File: config.mk
export PLATFORM = sky130hd
export DESIGN_NAME = semaphore_arbiter
export DESIGN_NICKNAME = d
export VERILOG_FILES = /design/src/rtl/semaphore_arbiter_pkg.sv /design/src/rtl/semaphore_rr_arbiter.sv /design/src/rtl/semaphore_arbiter.sv
export SDC_FILE = /design/constraint.sdc
export NUM_CORES = 1
export LEC_CHECK = 0
export CORE_MARGIN = 5
export CORE_UTILIZATION = 40
export CTS_BUF_LIST = sky130_fd_sc_hd__clkbuf_16
export CTS_CLUSTER_DIAMETER = 80
export DETAILED_ROUTE_END_ITERATION = 8
export SLEW_MARGIN = 20
export SYNTH_ARGS = -nofsm -noshare
export SYNTH_HDL_FRONTEND = slang
export SYNTH_HIERARCHICAL = 1
export SYNTH_SLANG_ARGS = --single-unit
File: constraint.sdc
create_clock -name SEMAPHOREARBITER_Clk -period 1.86 [get_ports SEMAPHOREARBITER_Clk]
set_input_delay 0.279 -clock SEMAPHOREARBITER_Clk [delete_from_list [all_inputs] [get_ports SEMAPHOREARBITER_Clk]]
set_output_delay 0.279 -clock SEMAPHOREARBITER_Clk [all_outputs]
set_load 0.01 [all_outputs]
File: src/rtl/semaphore_arbiter_pkg.sv
// Shared types and helpers for the hardware semaphore table.
// Op/state encodings and width helpers used by the arbiter and its top.
package semaphore_arbiter_pkg;

   localparam logic OP_RELEASE = 1'b0;
   localparam logic OP_ACQUIRE = 1'b1;

   typedef enum logic [1:0] {
      ARB  = 2'd0,
      EXEC = 2'd1,
      DONE = 2'd2
   } state_t;

   function automatic int clog2(input int n);
      int r;
      r = 0;
      for (int i = 0; i < 31; i++) begin
         if ((1 << i) < n) r = i + 1;
      end
      return r;
   endfunction

   // Index widths never collapse to zero bits.
   function automatic int id_width(input int n);
      return (n > 1) ? clog2(n) : 1;
   endfunction

endpackage

File: src/rtl/semaphore_rr_arbiter.sv
// Combinational round-robin grant over the pending request vector.
// Search starts at ptr_i and wraps modulo the number of cores.
module semaphore_rr_arbiter
   import semaphore_arbiter_pkg::*;
#(
   parameter int NumberOfCores = 2,
   localparam int CoreIdW = id_width(NumberOfCores)
) (
   input  logic [NumberOfCores-1:0] req_i,
   input  logic [CoreIdW-1:0]       ptr_i,
   output logic [NumberOfCores-1:0] gnt_o,
   output logic [CoreIdW-1:0]       idx_o,
   output logic                     valid_o
);

   always_comb begin
      logic             found;
      logic [CoreIdW-1:0] cand;
      found = 1'b0;
      cand  = '0;
      gnt_o = '0;
      idx_o = '0;
      for (int i = 0; i < NumberOfCores; i++) begin
         cand = CoreIdW'((int'(ptr_i) + i) % NumberOfCores);
         if (!found && req_i[cand]) begin
            found       = 1'b1;
            gnt_o[cand] = 1'b1;
            idx_o       = cand;
         end
      end
      valid_o = found;
   end

endmodule

File: src/rtl/semaphore_arbiter.sv
// Semaphore table owner: captures per-core acquire/release requests,
// serialises them round-robin and maintains lock bits and owners.
module semaphore_arbiter
   import semaphore_arbiter_pkg::*;
#(
   parameter int NumberOfSemaphores = 4,
   parameter int NumberOfCores = 2,
   localparam int SemIdW = id_width(NumberOfSemaphores),
   localparam int CoreIdW = id_width(NumberOfCores)
) (
   input  logic                                      SEMAPHOREARBITER_Clk,
   input  logic                                      SEMAPHOREARBITER_Reset,
   input  logic [NumberOfCores-1:0]                  SEMAPHOREARBITER_Req,
   input  logic [NumberOfCores-1:0]                  SEMAPHOREARBITER_Op,
   input  logic [NumberOfCores*SemIdW-1:0]           SEMAPHOREARBITER_SemId,
   output logic [NumberOfCores-1:0]                  SEMAPHOREARBITER_Ack,
   output logic [NumberOfCores-1:0]                  SEMAPHOREARBITER_Result,
   output logic [NumberOfCores-1:0]                  SEMAPHOREARBITER_Busy,
   output logic [NumberOfSemaphores-1:0]             SEMAPHOREARBITER_Locked,
   output logic [NumberOfSemaphores*NumberOfCores-1:0] SEMAPHOREARBITER_WE_buffer
);

   localparam int NC = NumberOfCores;
   localparam int NS = NumberOfSemaphores;

   state_t             state_q, state_d;
   logic [NC-1:0]      busy_q, busy_d;
   logic [NC-1:0]      op_q, op_d;
   logic [SemIdW-1:0]  id_q [NC];
   logic [SemIdW-1:0]  id_d [NC];
   logic [NC-1:0]      ack_q, ack_d;
   logic [NC-1:0]      res_q, res_d;
   logic [NC-1:0]      win_oh_q, win_oh_d;
   logic [CoreIdW-1:0] win_q, win_d;
   logic [CoreIdW-1:0] ptr_q, ptr_d;
   logic [NS-1:0]      lock_q, lock_d;
   logic [CoreIdW-1:0] owner_q [NS];
   logic [CoreIdW-1:0] owner_d [NS];
   logic [NS*NC-1:0]   we_q, we_d;

   logic [NC-1:0]      gnt;
   logic [CoreIdW-1:0] gnt_idx;
   logic               gnt_any;
   logic [NC-1:0]      clr;
   logic [NC-1:0]      cap;
   logic [SemIdW-1:0]  sel_id;
   logic               sel_op;
   logic               in_range;
   logic               hit;
   logic               ok;

   semaphore_rr_arbiter #(
      .NumberOfCores(NC)
   ) u_rr (
      .req_i  (busy_q),
      .ptr_i  (ptr_q),
      .gnt_o  (gnt),
      .idx_o  (gnt_idx),
      .valid_o(gnt_any)
   );

   assign sel_id   = id_q[win_q];
   assign sel_op   = op_q[win_q];
   assign in_range = int'(sel_id) < NS;

   always_comb begin
      state_d  = state_q;
      win_d    = win_q;
      win_oh_d = win_oh_q;
      ptr_d    = ptr_q;
      ack_d    = '0;
      res_d    = res_q;
      lock_d   = lock_q;
      owner_d  = owner_q;
      clr      = '0;
      hit      = 1'b0;
      ok       = 1'b0;
      unique case (state_q)
         ARB: begin
            if (gnt_any) begin
               win_d    = gnt_idx;
               win_oh_d = gnt;
               state_d  = EXEC;
            end
         end
         EXEC: begin
            if (in_range) begin
               hit = lock_q[sel_id] && (owner_q[sel_id] == win_q);
               if (sel_op == OP_ACQUIRE) begin
                  if (!lock_q[sel_id]) begin
                     lock_d[sel_id]  = 1'b1;
                     owner_d[sel_id] = win_q;
                     ok              = 1'b1;
                  end else begin
                     ok = hit;
                  end
               end else if (hit) begin
                  lock_d[sel_id] = 1'b0;
                  ok             = 1'b1;
               end
            end
            res_d[win_q] = ok;
            ack_d        = win_oh_q;
            state_d      = DONE;
         end
         DONE: begin
            clr     = win_oh_q;
            ptr_d   = (win_q == CoreIdW'(NC - 1)) ? '0 : win_q + 1'b1;
            state_d = ARB;
         end
         default: state_d = ARB;
      endcase

      // The finishing core may queue its next request in its Ack cycle.
      cap    = SEMAPHOREARBITER_Req & (~busy_q | clr);
      busy_d = (busy_q & ~clr) | cap;
      for (int c = 0; c < NC; c++) begin
         op_d[c] = cap[c] ? SEMAPHOREARBITER_Op[c] : op_q[c];
         id_d[c] = cap[c] ? SEMAPHOREARBITER_SemId[c*SemIdW +: SemIdW]
                          : id_q[c];
      end

      for (int c = 0; c < NC; c++) begin
         for (int s = 0; s < NS; s++) begin
            we_d[c*NS+s] = lock_d[s] && (owner_d[s] == CoreIdW'(c));
         end
      end
   end

   always_ff @(posedge SEMAPHOREARBITER_Clk or posedge SEMAPHOREARBITER_Reset) begin
      if (SEMAPHOREARBITER_Reset) begin
         state_q  <= ARB;
         busy_q   <= '0;
         op_q     <= '0;
         ack_q    <= '0;
         res_q    <= '0;
         win_oh_q <= '0;
         win_q    <= '0;
         ptr_q    <= '0;
         lock_q   <= '0;
         we_q     <= '0;
         for (int c = 0; c < NC; c++) id_q[c] <= '0;
         for (int s = 0; s < NS; s++) owner_q[s] <= '0;
      end else begin
         state_q  <= state_d;
         busy_q   <= busy_d;
         op_q     <= op_d;
         ack_q    <= ack_d;
         res_q    <= res_d;
         win_oh_q <= win_oh_d;
         win_q    <= win_d;
         ptr_q    <= ptr_d;
         lock_q   <= lock_d;
         we_q     <= we_d;
         for (int c = 0; c < NC; c++) id_q[c] <= id_d[c];
         for (int s = 0; s < NS; s++) owner_q[s] <= owner_d[s];
      end
   end

   assign SEMAPHOREARBITER_Ack       = ack_q;
   assign SEMAPHOREARBITER_Result    = res_q;
   assign SEMAPHOREARBITER_Busy      = busy_q;
   assign SEMAPHOREARBITER_Locked    = lock_q;
   assign SEMAPHOREARBITER_WE_buffer = we_q;

endmodule

* Yosys cells after proc, flatten, opt, wreduce, memory -nomap -nowiden
Cells that the tools add are included.
** Word-level totals
- Output and inout port bits :: 18
- Logic and storage cells :: 116
- Flip-flop bits (word level) :: 34
- Bits of input ports :: 10
** Cells by class
- Mux-type cells :: 48
- Order comparisons :: 11
- Bitwise gates (word level) :: 16
- Reductions and logical operators :: 18
- Equality and inequality tests :: 4
- $add $sub $neg :: 2
** Operators by type and width (number)
- two-way mux 4 bit :: 7
- two-way mux 1 bit :: 23
- two-way mux 2 bit :: 8
- logical AND 1 bit :: 15
- less-than comparator 1 x 2 -> 1 bit, second input constant :: 3
- OR 2 bit :: 3
- bitwise AND 2 bit :: 2
- bitwise AND 4 bit :: 1
- binary-select mux 1 bit (select 2 bit) :: 2
- bitwise mux 4 bit :: 1
- demux 1 bit (select 2 bit) :: 2
- inverter 1 bit :: 4
- inverter 2 bit :: 2
- inverter 4 bit :: 1
- OR 4 bit :: 1
- case mux 2 bit (2 select lines) :: 1
- demux 1 bit (select 1 bit) :: 3
- >= comparator 1 bit, second input constant :: 3
- >= comparator 3 bit, second input constant :: 1
- less-than comparator 2 x 3 -> 1 bit, second input constant :: 1
- less-than comparator 3 x 1 -> 1 bit, second input constant :: 1
- inverter 2 -> 3 bit :: 1
- adder 1 bit, second input constant :: 2
- bitwise mux 2 bit :: 1
- other kinds (10) :: 10

* Depth between registers and ports, before layout
Gate-level depths: netlist (run 1).
- Depth after elaboration :: 15
- Mapped depth :: 8
- Depth with buffers taken out :: 6

* Modules after synthesis
The synthesis (run 1) kept the hierarchy.
** By module, submodules not included
- semaphore_arbiter :: instances 1, cells an instance 149, area an instance 1790.5 um^2, sequential area each 850.8 um^2
- semaphore_rr_arbiter :: instances 1, cells an instance 5, area an instance 32.5 um^2, sequential area each 0.0 um^2

* Worst setup path before layout (run 1)
Ideal clock, no wire load.
- Path kind :: reg2reg
- From :: register lock_q[1] (netlist: SEMAPHOREARBITER_Locked[1])
- To :: register we_q[7] (netlist: SEMAPHOREARBITER_WE_buffer[7])
- Required time :: 1.741 ns
- Cell stages (with the launch flop) :: 6
- Data arrival time :: 1.715 ns
- Setup slack :: 0.026 ns
- Library setup time :: 0.119 ns
- Period minus slack after synthesis :: 1.834 ns
- Path buffers :: 0
- Path through :: dfrtp_1 -> or2_2 -> o32a_4 -> a311oi_2 -> mux2_2 -> and2_1
** RTL lines
- start, declared :: RTL line semaphore_arbiter.sv:36 : logic [NS-1:0] lock_q, lock_d;
- start signal, assigned :: RTL line semaphore_arbiter.sv:153 : lock_q <= lock_d;
- end signal, assigned :: RTL line semaphore_arbiter.sv:154 : we_q <= we_d;
- end, declared :: RTL line semaphore_arbiter.sv:39 : logic [NS*NC-1:0] we_q, we_d;

* Worst setup path in the final report (run 1)
- From :: register win_q
- To :: register we_q[6] (netlist: SEMAPHOREARBITER_WE_buffer[6])
** On the way
- Cells in the longest elaborated chain, start to end :: 14
- Elaborated cells between the ends (all ways) :: 36
- Those cells by class :: 4 x order compare; 1 x eq/ne; 22 x mux; 5 x bitwise; 4 x reduce/logical
** RTL lines
- start, declared :: RTL line semaphore_arbiter.sv:34 : logic [CoreIdW-1:0] win_q, win_d;
- start signal, assigned :: RTL line semaphore_arbiter.sv:151 : win_q <= win_d;
- inverter 1 -> 2 bit (not written as such) :: RTL line semaphore_arbiter.sv:62 : assign sel_id = id_q[win_q];
- two-way mux 2 bit (not written as such) (3 in series) :: RTL line semaphore_arbiter.sv:62
- less-than comparator 2 x 3 -> 1 bit (not written as such), or another cell as far along :: RTL line semaphore_arbiter.sv:91, semaphore_arbiter.sv:98
- logical AND 1 bit (not written as such), or another cell as far along :: RTL line semaphore_arbiter.sv:91, semaphore_arbiter.sv:98
- two-way mux 1 bit (not written as such), or another cell as far along :: RTL line semaphore_arbiter.sv:91, semaphore_arbiter.sv:98
- demux 1 bit (select 2 bit), or another cell as far along :: RTL line semaphore_arbiter.sv:91, semaphore_arbiter.sv:98
- inverter 4 bit (no line), or another cell as far along
- bitwise AND 4 bit (no line), or another cell as far along
- two-way mux 4 bit, on equally long branches :: RTL line semaphore_arbiter.sv:97, semaphore_arbiter.sv:90
- two-way mux 4 bit :: RTL line semaphore_arbiter.sv:89 : if (sel_op == OP_ACQUIRE) begin
- two-way mux 4 bit :: RTL line semaphore_arbiter.sv:78 : unique case (state_q)
- logical AND 1 bit * :: RTL line semaphore_arbiter.sv:125 : we_d[c*NS+s] = lock_d[s] && (owner_d[s] == CoreIdW'(c));
- net we_d[6] :: RTL line semaphore_arbiter.sv:39
The timed path passes the listed nets; every way through them passes the cells marked *. The select of a mux whose other input is x is not followed.
A chain may end at the register's enable or synchronous reset.

==> flow_summary.yaml, run 1 <==
place:
  dp.final_hpwl_um: 3100
  port_buffers: 27
  dpl_cell_area_um2: 2280
  gp_congestion: 0.868
route:
  final_antenna_net_count: 0
  remaining_drc_errors: 0
  firstDrtPassIters: 4
  vias: 1418
  viasPerCell: 5.41
  drt-met1-wl_um: 1970
  dr_wl_met2_um: 2020
  top_layer_used: "met4"
  wl_per_cell_um: 16.3
  drt_wl_total_um: 4260
  met3_length_um: 165
  drt_iter0_drc: 74
logic_synthesis:
  synth.yosys.seq_area_share: 0.467
  synthAdderAreaFrac: 0
  syn_inst: 154
  synth_top_cell_by_area: "dfrtp_1"
  yosys_warnings: 6
  syn_avg_cell_area_um2: 11.8
  synth_fp_nets: 164
  yosysUniqueCellTypes: 55
  async_flop_share: 1.00
  synth_edf_count: 0
  synthFlopType: "dfrtp_1"
  muxShareOfSynthArea: 0.117
  synth-seq-cells: 34
  yosys-top-cells-count: "dfrtp_1, mux2_2, and2_1"
  yosysTopAreaCellShare: 0.467
  synthTopCellsByArea: "dfrtp_1, mux2_2, and2_1, mux2i_1, nor2_1"
  synth_top_family_by_area: "compound AO/OA/AOI/OAI gates"
  synth_compound_area_frac: 0.190
  synth_area_um2: 1820
  synth_most_common_cell: "dfrtp_1"
  synth-simple-area-share: 0.182
  synth_xor_xnor_area_share: 0
worst_hold_path:
  hp-class: "in2async"
floorplan:
  boundaryPins: 28
  row_count: 24
  die_x_um: 77.5
  dieArea_um2: 6010
  die_h_um: 77.5
  core_area_um2: 4380
  initial_utilization: 0.416
global_route:
  grt_max_degree: 35
  overflow: 0
  grtUsageTotal: 0.148
  antenna_found_initial: 0
  grt_pass1_vias: 1447
  grt_pass1_wl_um: 6980
setup_path:
  cp.required_ps: 2020
  worstSetupStartpointType: "flop"
  cpMaxStageDelayCell: "dfrtp_2"
  crit_type: "reg2reg"
  cp_data_arrival_time_ps: 2050
  worstPathCellList: "buf_6 -> or3b_4 -> o22ai_4 -> or3b_4 -> o22ai_4 -> nor2b_1"
  cpPeakStageDelay_ps: 440
  cp_num_buf_inv: 1
  end_kind: "flop"
  path_max_fanout: 6
  critical-path-top-delay-family: "simple AND/OR/NAND/NOR gates"
finish:
  area_growth_pct: 38.8
  final_nets: 219
  nFillCells: 370
  drive_above_1_share: 0.343
  finish.instance_area_um2: 2530
  diodes: 0
clocking:
  cts-root-buf: "clkbuf_16"
  insertion_delay_ps: 280
  cts_buffers: 5
  cts-hold-fix-buffers: 0
  cts.sinks: 34
  htree_levels: 2
  clk_path_buf_depth: 2
  cts_tree: "built"
  clk_pin_slew_ps: 50
timing:
  finalMaxSlewViolations: 0
  min_period_ps: 1890
  whs_ps: 392
  slew_headroom: 0.635
  rsz0062_at_grt: "true"
  finalHoldViolCount: 0
  max_freq_mhz: 529
  fin_tns_setup_ps: -71.4
  period_share: 1.02
  skew_ps: 3.66
  tightest_slew_ps: 547
  worst_slack_ps: -30.3
  final-setup-viol-count: 3
pwr:
  swShare: 0.377
  power_leakage_nw: 1.07
  p_sw_mw: 1.92
  p_comb_frac: 0.577
  power.density_nw_per_um2: 2010
  worst_ir_drop_vdd_mv: 0.735
  p_int_mw: 3.17
  p_seq_frac: 0.271
  p_clk_frac: 0.152
status:
  violations: "setup timing"
  status: "complete, but fails checks"
flow_run:
  cap_violations: 0
through the flow:
stage               std cells  utilization  setup WS, ps  total power, mW
floorplan                 154            -          25.9             3.00
global placement          250        0.521         -24.7             3.96
detailed placement        250        0.521         -68.3             4.00
CTS                       258        0.557         -46.3             4.82
global route              262        0.577         -66.2             5.43
finish                    262        0.577         -30.3             5.10
path summary, 6_finish.rpt:
kind | end | cells after the start | start | slack [ps]
worst max-delay path | SEMAPHOREARBITER_WE_buffer[6]$_DFF_PP0_ | 6 | win_q$_DFFE_PP0P_ | -30
worst min-delay path | SEMAPHOREARBITER_WE_buffer[5]$_DFF_PP0_ | 3 | SEMAPHOREARBITER_Reset | 390
worst max register to register | SEMAPHOREARBITER_WE_buffer[6]$_DFF_PP0_ | 6 | win_q$_DFFE_PP0P_ | -30
worst min register to register | SEMAPHOREARBITER_Result[1]$_DFFE_PP0P_ | 2 | SEMAPHOREARBITER_Result[1]$_DFFE_PP0P_ | 490
max in group asynchronous | id_q[2]$_DFFE_PP0P_ | 3 | SEMAPHOREARBITER_Reset | 1140
min in group SEMAPHOREARBITER_Clk | SEMAPHOREARBITER_Result[1]$_DFFE_PP0P_ | 2 | SEMAPHOREARBITER_Result[1]$_DFFE_PP0P_ | 490
layer usage:
| layer | vias up | track usage |
|---|---|---|
| li1 | 679 | - |
| met3 | 9 | 0.0278 |
| met2 | 37 | 0.237 |
| met4 | 0 | 0.0722 |
| met5 | - | 0 |
| met1 | 693 | 0.191 |
worst reg2reg max path: stages, from the launching register on:
cell and delay, ps:
dfrtp_2 440, buf_6 140, or3b_4 420, o22ai_4 170
or3b_4 410, o22ai_4 130, nor2b_1 60
state kept, by name (all words and copies together), names as in the netlist, 2 cells and up:
| signal | count |
|---|---|
| SEMAPHOREARBITER_WE_buffer | 8 |
| SEMAPHOREARBITER_Result | 2 |
| id_q | 4 |
| state_q | 2 |
| SEMAPHOREARBITER_Locked | 4 |
| op_q | 2 |
| win_oh_q | 2 |
| SEMAPHOREARBITER_Ack | 2 |
| SEMAPHOREARBITER_Busy | 2 |
| owner_q | 4 |
final cells by class:
type,count,area [um^2],share of cell area
timing repair buffer,53,489,0.193
sequential,34,853,0.337
clock buffer,5,125,0.0495
multi-input combinational,107,955,0.377
inverter,8,30.0,0.0119
clock inverter,3,12.5,0.00495
tap,52,65.1,0.0257
power by group through the flow:
stage,registers (mW),logic [mW],clock network [mW]
after floorplan,1.36,1.64,0
after global placement,1.36,2.61,0
after detailed placement,1.36,2.64,0
after CTS,1.36,2.67,0.788
after global routing,1.43,3.18,0.818
final,1.38,2.94,0.773
what timing repair did:
item	CTS	global route
endpoints found under the setup margin	6	9
gates resized for setup	4	13
pin swaps	2	9
buffers inserted	0	4
cells by family (layout without fill, tap and decap cells):
logic type	count (synthesis)	count (layout)
DFF	34	34
muxes	18	18
buffers and inverters	13	69
and+or+nand+nor	54	54
AOI/OAI and AO/OA	35	35
layout by cell type (no fill, tap or decap), types with 2 or more instances in the layout:
cell              n
dfrtp_1          32
a21oi_1           3
o22ai_4           2
nand2_1           7
dfrtp_2           2
o21ai_0           2
nand2b_1          3
and2_1           10
o22ai_1           2
clkbuf_16         5
mux2i_1           4
buf_6             3
mux2_4            2
buf_4            22
a21o_1            2
o2111a_1          2
mux2_2           11
clkdlybuf4s50_1  27
a21boi_0          4
inv_1             9
o2111ai_1         2
nor2b_1           4
or3b_4            2
nand3_1           3
nor2_1            8
(Power assumes the default switching activity.)
==> inputs of run 2 (changes only) <==
Settings changed: CORE_ASPECT_RATIO set to 1.75, CORE_UTILIZATION 40 to 32.
==> run 2 against run 1 <==
The flow still finishes with violations (setup timing). First-iteration DRC count decreased by 65%. Die area up 23%. Combinational power about the same. Non-clock buffer count decreased by 3. Routed wire length shrank 1.4%. Register-to-register slack hardly changed. Hold slack better by 2.8 ps. Cell area increased by 1.1%.
==> flow_summary.yaml, run 2 (synthesized netlist as in run 1, its figures left out) <==
status:
  status: "complete, but fails checks"
  violations: "setup timing"
clocking:
  htree_levels: 2
  clk_pin_slew_ps: 50
  cts.sinks: 34
  clk_path_buf_depth: 2
  cts_buffers: 5
  insertion_delay_ps: 280
  cts_tree: "built"
  cts-hold-fix-buffers: 0
  cts-root-buf: "clkbuf_16"
global_route:
  grtUsageTotal: 0.125
  grt_pass1_vias: 1357
  grt_pass1_wl_um: 6620
  antenna_found_initial: 0
  overflow: 0
  grt_max_degree: 35
setup_path:
  path_max_fanout: 9
  end_kind: "flop"
  cp.required_ps: 2020
  cp_data_arrival_time_ps: 2040
  crit_type: "reg2reg"
  reg2reg_to: "SEMAPHOREARBITER_WE_buffer[6]$_DFF_PP0_"
  worstPathCellList: "buf_6 -> or3b_4 -> o22ai_4 -> or3b_4 -> o22ai_4 -> nor2b_1"
  critical-path-top-delay-family: "simple AND/OR/NAND/NOR gates"
  cpPeakStageDelay_ps: 420
  rr_startpoint: "win_q$_DFFE_PP0P_"
  cp_num_buf_inv: 1
  cpMaxStageDelayCell: "or3b_4"
  r2r_slack_ps: -20
  worstSetupStartpointType: "flop"
  r2r_cells: 6
timing:
  period_share: 1.01
  max_freq_mhz: 533
  skew_ps: 4.55
  finalHoldViolCount: 0
  final-setup-viol-count: 3
  tightest_slew_ps: 575
  min_period_ps: 1880
  slew_headroom: 0.616
  finalMaxSlewViolations: 0
  fin_tns_setup_ps: -35.9
  rsz0062_at_grt: "true"
  worst_slack_ps: -16.3
floorplan:
  die_x_um: 67.1
  dieArea_um2: 7370
  core_area_um2: 5540
  die_h_um: 110
  row_count: 36
  boundaryPins: 28
  initial_utilization: 0.329
route:
  final_antenna_net_count: 0
  remaining_drc_errors: 0
  firstDrtPassIters: 5
  drt_wl_total_um: 4200
  vias: 1414
  drt_iter0_drc: 26
  viasPerCell: 5.00
  wl_per_cell_um: 14.8
finish:
  diodes: 0
  final_nets: 216
  largest_reg_flops: 8
  final_cells: 283
  finish.instance_area_um2: 2560
  area_growth_pct: 40.3
  nFillCells: 523
  layout_commonest_cell: "dfrtp_1"
  drive_above_1_share: 0.343
  layout_common_cells: "dfrtp_1, clkdlybuf4s50_1, buf_4, mux2_2"
place:
  port_buffers: 27
  dpl_cell_area_um2: 2300
  place_inst: 272
  gp_congestion: 0.837
  dp.final_hpwl_um: 3140
worst_hold_path:
  hp-class: "in2async"
pwr:
  worst_ir_drop_vdd_mv: 0.888
  power.density_nw_per_um2: 1980
  power_leakage_nw: 1.07
flow_run:
  cap_violations: 0
run 2: changes by cell type in the layout (fill, tap and decap cells not counted), sizes merged:
cell  change
buf       -3
run 2: worst max path at each step:
| stage | start | endpoint | slack [ps] | cells after the start |
|---|---|---|---|---|
| after floorplan | SEMAPHOREARBITER_Locked[1]$_DFF_PP0_ | SEMAPHOREARBITER_WE_buffer[7]$_DFF_PP0_ | 30 | 5 |
| after global placement | win_q$_DFFE_PP0P_ | SEMAPHOREARBITER_WE_buffer[5]$_DFF_PP0_ | -40 | 7 |
| after detailed placement | win_q$_DFFE_PP0P_ | SEMAPHOREARBITER_WE_buffer[5]$_DFF_PP0_ | -50 | 7 |
| after CTS | win_q$_DFFE_PP0P_ | SEMAPHOREARBITER_WE_buffer[7]$_DFF_PP0_ | 3 | 6 |
| after global routing | win_q$_DFFE_PP0P_ | SEMAPHOREARBITER_WE_buffer[6]$_DFF_PP0_ | -80 | 6 |
| final | win_q$_DFFE_PP0P_ | SEMAPHOREARBITER_WE_buffer[6]$_DFF_PP0_ | -20 | 6 |
run 2: what timing repair did:
item	in CTS	in global routing
cloned	0	0
pin swaps	4	4
gates resized for setup	7	13
endpoints found under the setup margin	7	9
setup buffers	0	3
run 2: where the power goes:
group          leakage (nW)  internal (mW)  switching [mW]
combinational         0.596           1.59            1.32
clock                0.0724          0.483           0.298
sequential            0.399           1.07           0.292
total                  1.07           3.14            1.91
run 2: through the flow:
step / setup slack [ps] / hold slack [ps] / power [mW] / utilization
after floorplan: 25.9 / 387 / 3.00 / -
after global placement: -36.2 / 492 / 3.95 / 0.415
after detailed placement: -54.9 / 495 / 3.97 / 0.415
after CTS: 3.21 / 425 / 4.84 / 0.447
after global routing: -77.3 / 457 / 5.37 / 0.462
final: -16.3 / 395 / 5.05 / 0.462
run 2: metal layers:
| layer | track usage | vias to the layer above | routed length (um) |
|---|---|---|---|
| met5 | 0 | - | 0 |
| li1 | - | 665 | - |
| met2 | 0.201 | 23 | 2250 |
| met4 | 0.0958 | 0 | 184 |
| met3 | 0.0348 | 10 | 137 |
| met1 | 0.134 | 716 | 1620 |
run 2: area by class of cell:
| cell class | count | area, um^2 | area share |
|---|---|---|---|
| multi-input combinational | 107 | 972 | 0.380 |
| clock buffer | 5 | 125 | 0.0489 |
| timing repair buffer | 50 | 470 | 0.184 |
| inverter | 8 | 30.0 | 0.0117 |
| sequential | 34 | 852 | 0.333 |
| tap | 76 | 95.1 | 0.0372 |
| clock inverter | 3 | 12.5 | 0.00489 |
run 2: worst min-delay path, cell delays in order:
cell and delay [ps]:
clkdlybuf4s50_1 390, inv_1 50, buf_4 370
==> inputs of run 3 (changes only) <==
Settings changed: PLACE_DENSITY set to 0.51, RECOVER_POWER set to 50.
==> run 3 against run 2 <==
Critical path type unchanged. Critical path depth fell by 1. Hold slack improved by 93 ps. The flow now finishes without violations. Clock power is 2.8% higher. Largest cell class unchanged. First-iteration DRC count increased by 77%. Register-to-register slack gained 30 ps. Utilization rose by 0.11 points.
==> flow_summary.yaml, run 3 (synthesized netlist as in run 1, its figures left out) <==
pwr:
  worst_ir_drop_vdd_mv: 0.840
  power.density_nw_per_um2: 1980
  power_leakage_nw: 1.08
global_route:
  grt_max_degree: 35
  grt_pass1_wl_um: 7330
  antenna_found_initial: 0
  overflow: 0
  grtUsageTotal: 0.135
  grt_pass1_vias: 1547
route:
  wl_per_cell_um: 15.6
  drt_iter0_drc: 46
  drt_wl_total_um: 4500
  vias: 1433
  viasPerCell: 4.98
  firstDrtPassIters: 4
  final_antenna_net_count: 0
  remaining_drc_errors: 0
timing:
  period_share: 0.991
  finalHoldViolCount: 0
  fin_tns_setup_ps: 0
  slew_headroom: 0.443
  rsz0062_at_grt: "true"
  min_period_ps: 1840
  tightest_slew_ps: 836
  final-setup-viol-count: 0
  worst_slack_ps: 16.7
  finalMaxSlewViolations: 0
  max_freq_mhz: 542
  skew_ps: 6.55
floorplan:
  core_area_um2: 5540
  die_h_um: 110
  boundaryPins: 28
  die_x_um: 67.1
  dieArea_um2: 7370
  initial_utilization: 0.329
  row_count: 36
place:
  post-place-ws_ps: -40.5
  gp_congestion: 0.914
  dp.final_hpwl_um: 3400
  port_buffers: 27
  dpl_cell_area_um2: 2340
setup_path:
  path_max_fanout: 6
  worstPathCellList: "nand2b_2 -> o32a_4 -> a311oi_2 -> mux2_4 -> and2_1"
  cp-startpoint: "win_q$_DFFE_PP0P_"
  worstSetupStartpointType: "flop"
  cp_data_arrival_time_ps: 2020
  end_kind: "flop"
  rr_startpoint: "win_q$_DFFE_PP0P_"
  cpMaxStageDelayCell: "dfrtp_2"
  cpPeakStageDelay_ps: 440
  crit_type: "reg2reg"
  cp.required_ps: 2030
finish:
  layout_common_cells: "dfrtp_1, clkdlybuf4s50_1, buf_4, mux2_2, nor2_1"
  area_growth_pct: 40.6
  drive_above_1_share: 0.354
  finish.instance_area_um2: 2560
  largest_reg_flops: 8
  layout_commonest_cell: "dfrtp_1"
  diodes: 0
  final_nets: 221
clocking:
  clk_pin_slew_ps: 60
  cts-root-buf: "clkbuf_16"
  insertion_delay_ps: 280
  htree_levels: 2
  cts_buffers: 5
  cts-hold-fix-buffers: 0
  clk_path_buf_depth: 2
  cts_tree: "built"
  cts.sinks: 34
status:
  status: "complete, no violations"
worst_hold_path:
  min-delay-start: "SEMAPHOREARBITER_Result[1]$_DFFE_PP0P_"
  hp-class: "reg2reg"
flow_run:
  cap_violations: 0
## run 3: changes by cell type in the layout (fill, tap and decap cells not counted), moves of 2 or more
| cell | change |
|---|---|
| a21oi_2 | +2 |
| o22ai_2 | +2 |
| dfrtp_1 | -2 |
| buf_4 | +5 |
| o22ai_4 | -2 |
| dfrtp_2 | +2 |
## run 3: final cells by class
cell class / instances / area [um^2]
Fill cell: 550 / 2980
Multi-Input combinational cell: 107 / 941
Sequential cell: 34 / 855
Timing Repair Buffer: 55 / 502
Clock buffer: 5 / 125
Tap cell: 76 / 95.1
Inverter: 8 / 30.0
Clock inverter: 3 / 16.3
## run 3: where the power goes
group          total (mW)  internal, mW  switching [mW]
Combinational        2.91          1.60            1.31
Sequential           1.37          1.08           0.295
Clock               0.803         0.488           0.314
## run 3: path summary, 6_finish.rpt
check                      cells after the start                                 endpoint  slack (ps)
min in group asynchronous                      3  SEMAPHOREARBITER_WE_buffer[3]$_DFF_PP0_         690
max in group asynchronous                      3                      id_q[2]$_DFFE_PP0P_         580
min reg2reg                                    2   SEMAPHOREARBITER_Result[1]$_DFFE_PP0P_         490
min                                            2   SEMAPHOREARBITER_Result[1]$_DFFE_PP0P_         490
max                                            5  SEMAPHOREARBITER_WE_buffer[7]$_DFF_PP0_          20
max reg2reg                                    5  SEMAPHOREARBITER_WE_buffer[7]$_DFF_PP0_          20
## run 3: repair_timing
| item | CTS | global route |
|---|---|---|
| pin swaps | 5 | 6 |
| resized for setup | 6 | 10 |
| setup endpoints to repair | 6 | 8 |
| hold endpoints to repair | 0 | 0 |
| setup buffers | 1 | 2 |
## run 3: critical path: cells and delay by family, from the launching register on
kind / cells / cell delay [ps]
AO/OA/AOI/OAI: 2 / 620
flip-flops: 1 / 440
multiplexers: 1 / 340
AND/OR/NAND/NOR: 2 / 340
## run 3: layer usage
layer  global-route usage  wire length, um  vias to the layer above
li1                     -                -                      676
met3               0.0307              170                       16
met5                    0                0                        -
met2                0.254             2500                       31
met4               0.0769              188                        0
met1                0.129             1640                      710
## run 3: through the flow
| step | std cells | utilization | hold slack (ps) | power, mW |
|---|---|---|---|---|
| CTS | 286 | 0.453 | 436 | 4.98 |
| finish | 288 | 0.463 | 488 | 5.08 |
| detailed placement | 277 | 0.422 | 478 | 4.08 |
| floorplan | 154 | - | 387 | 3.00 |
| global route | 288 | 0.463 | 547 | 5.42 |
| global placement | 277 | 0.422 | 470 | 4.05 |
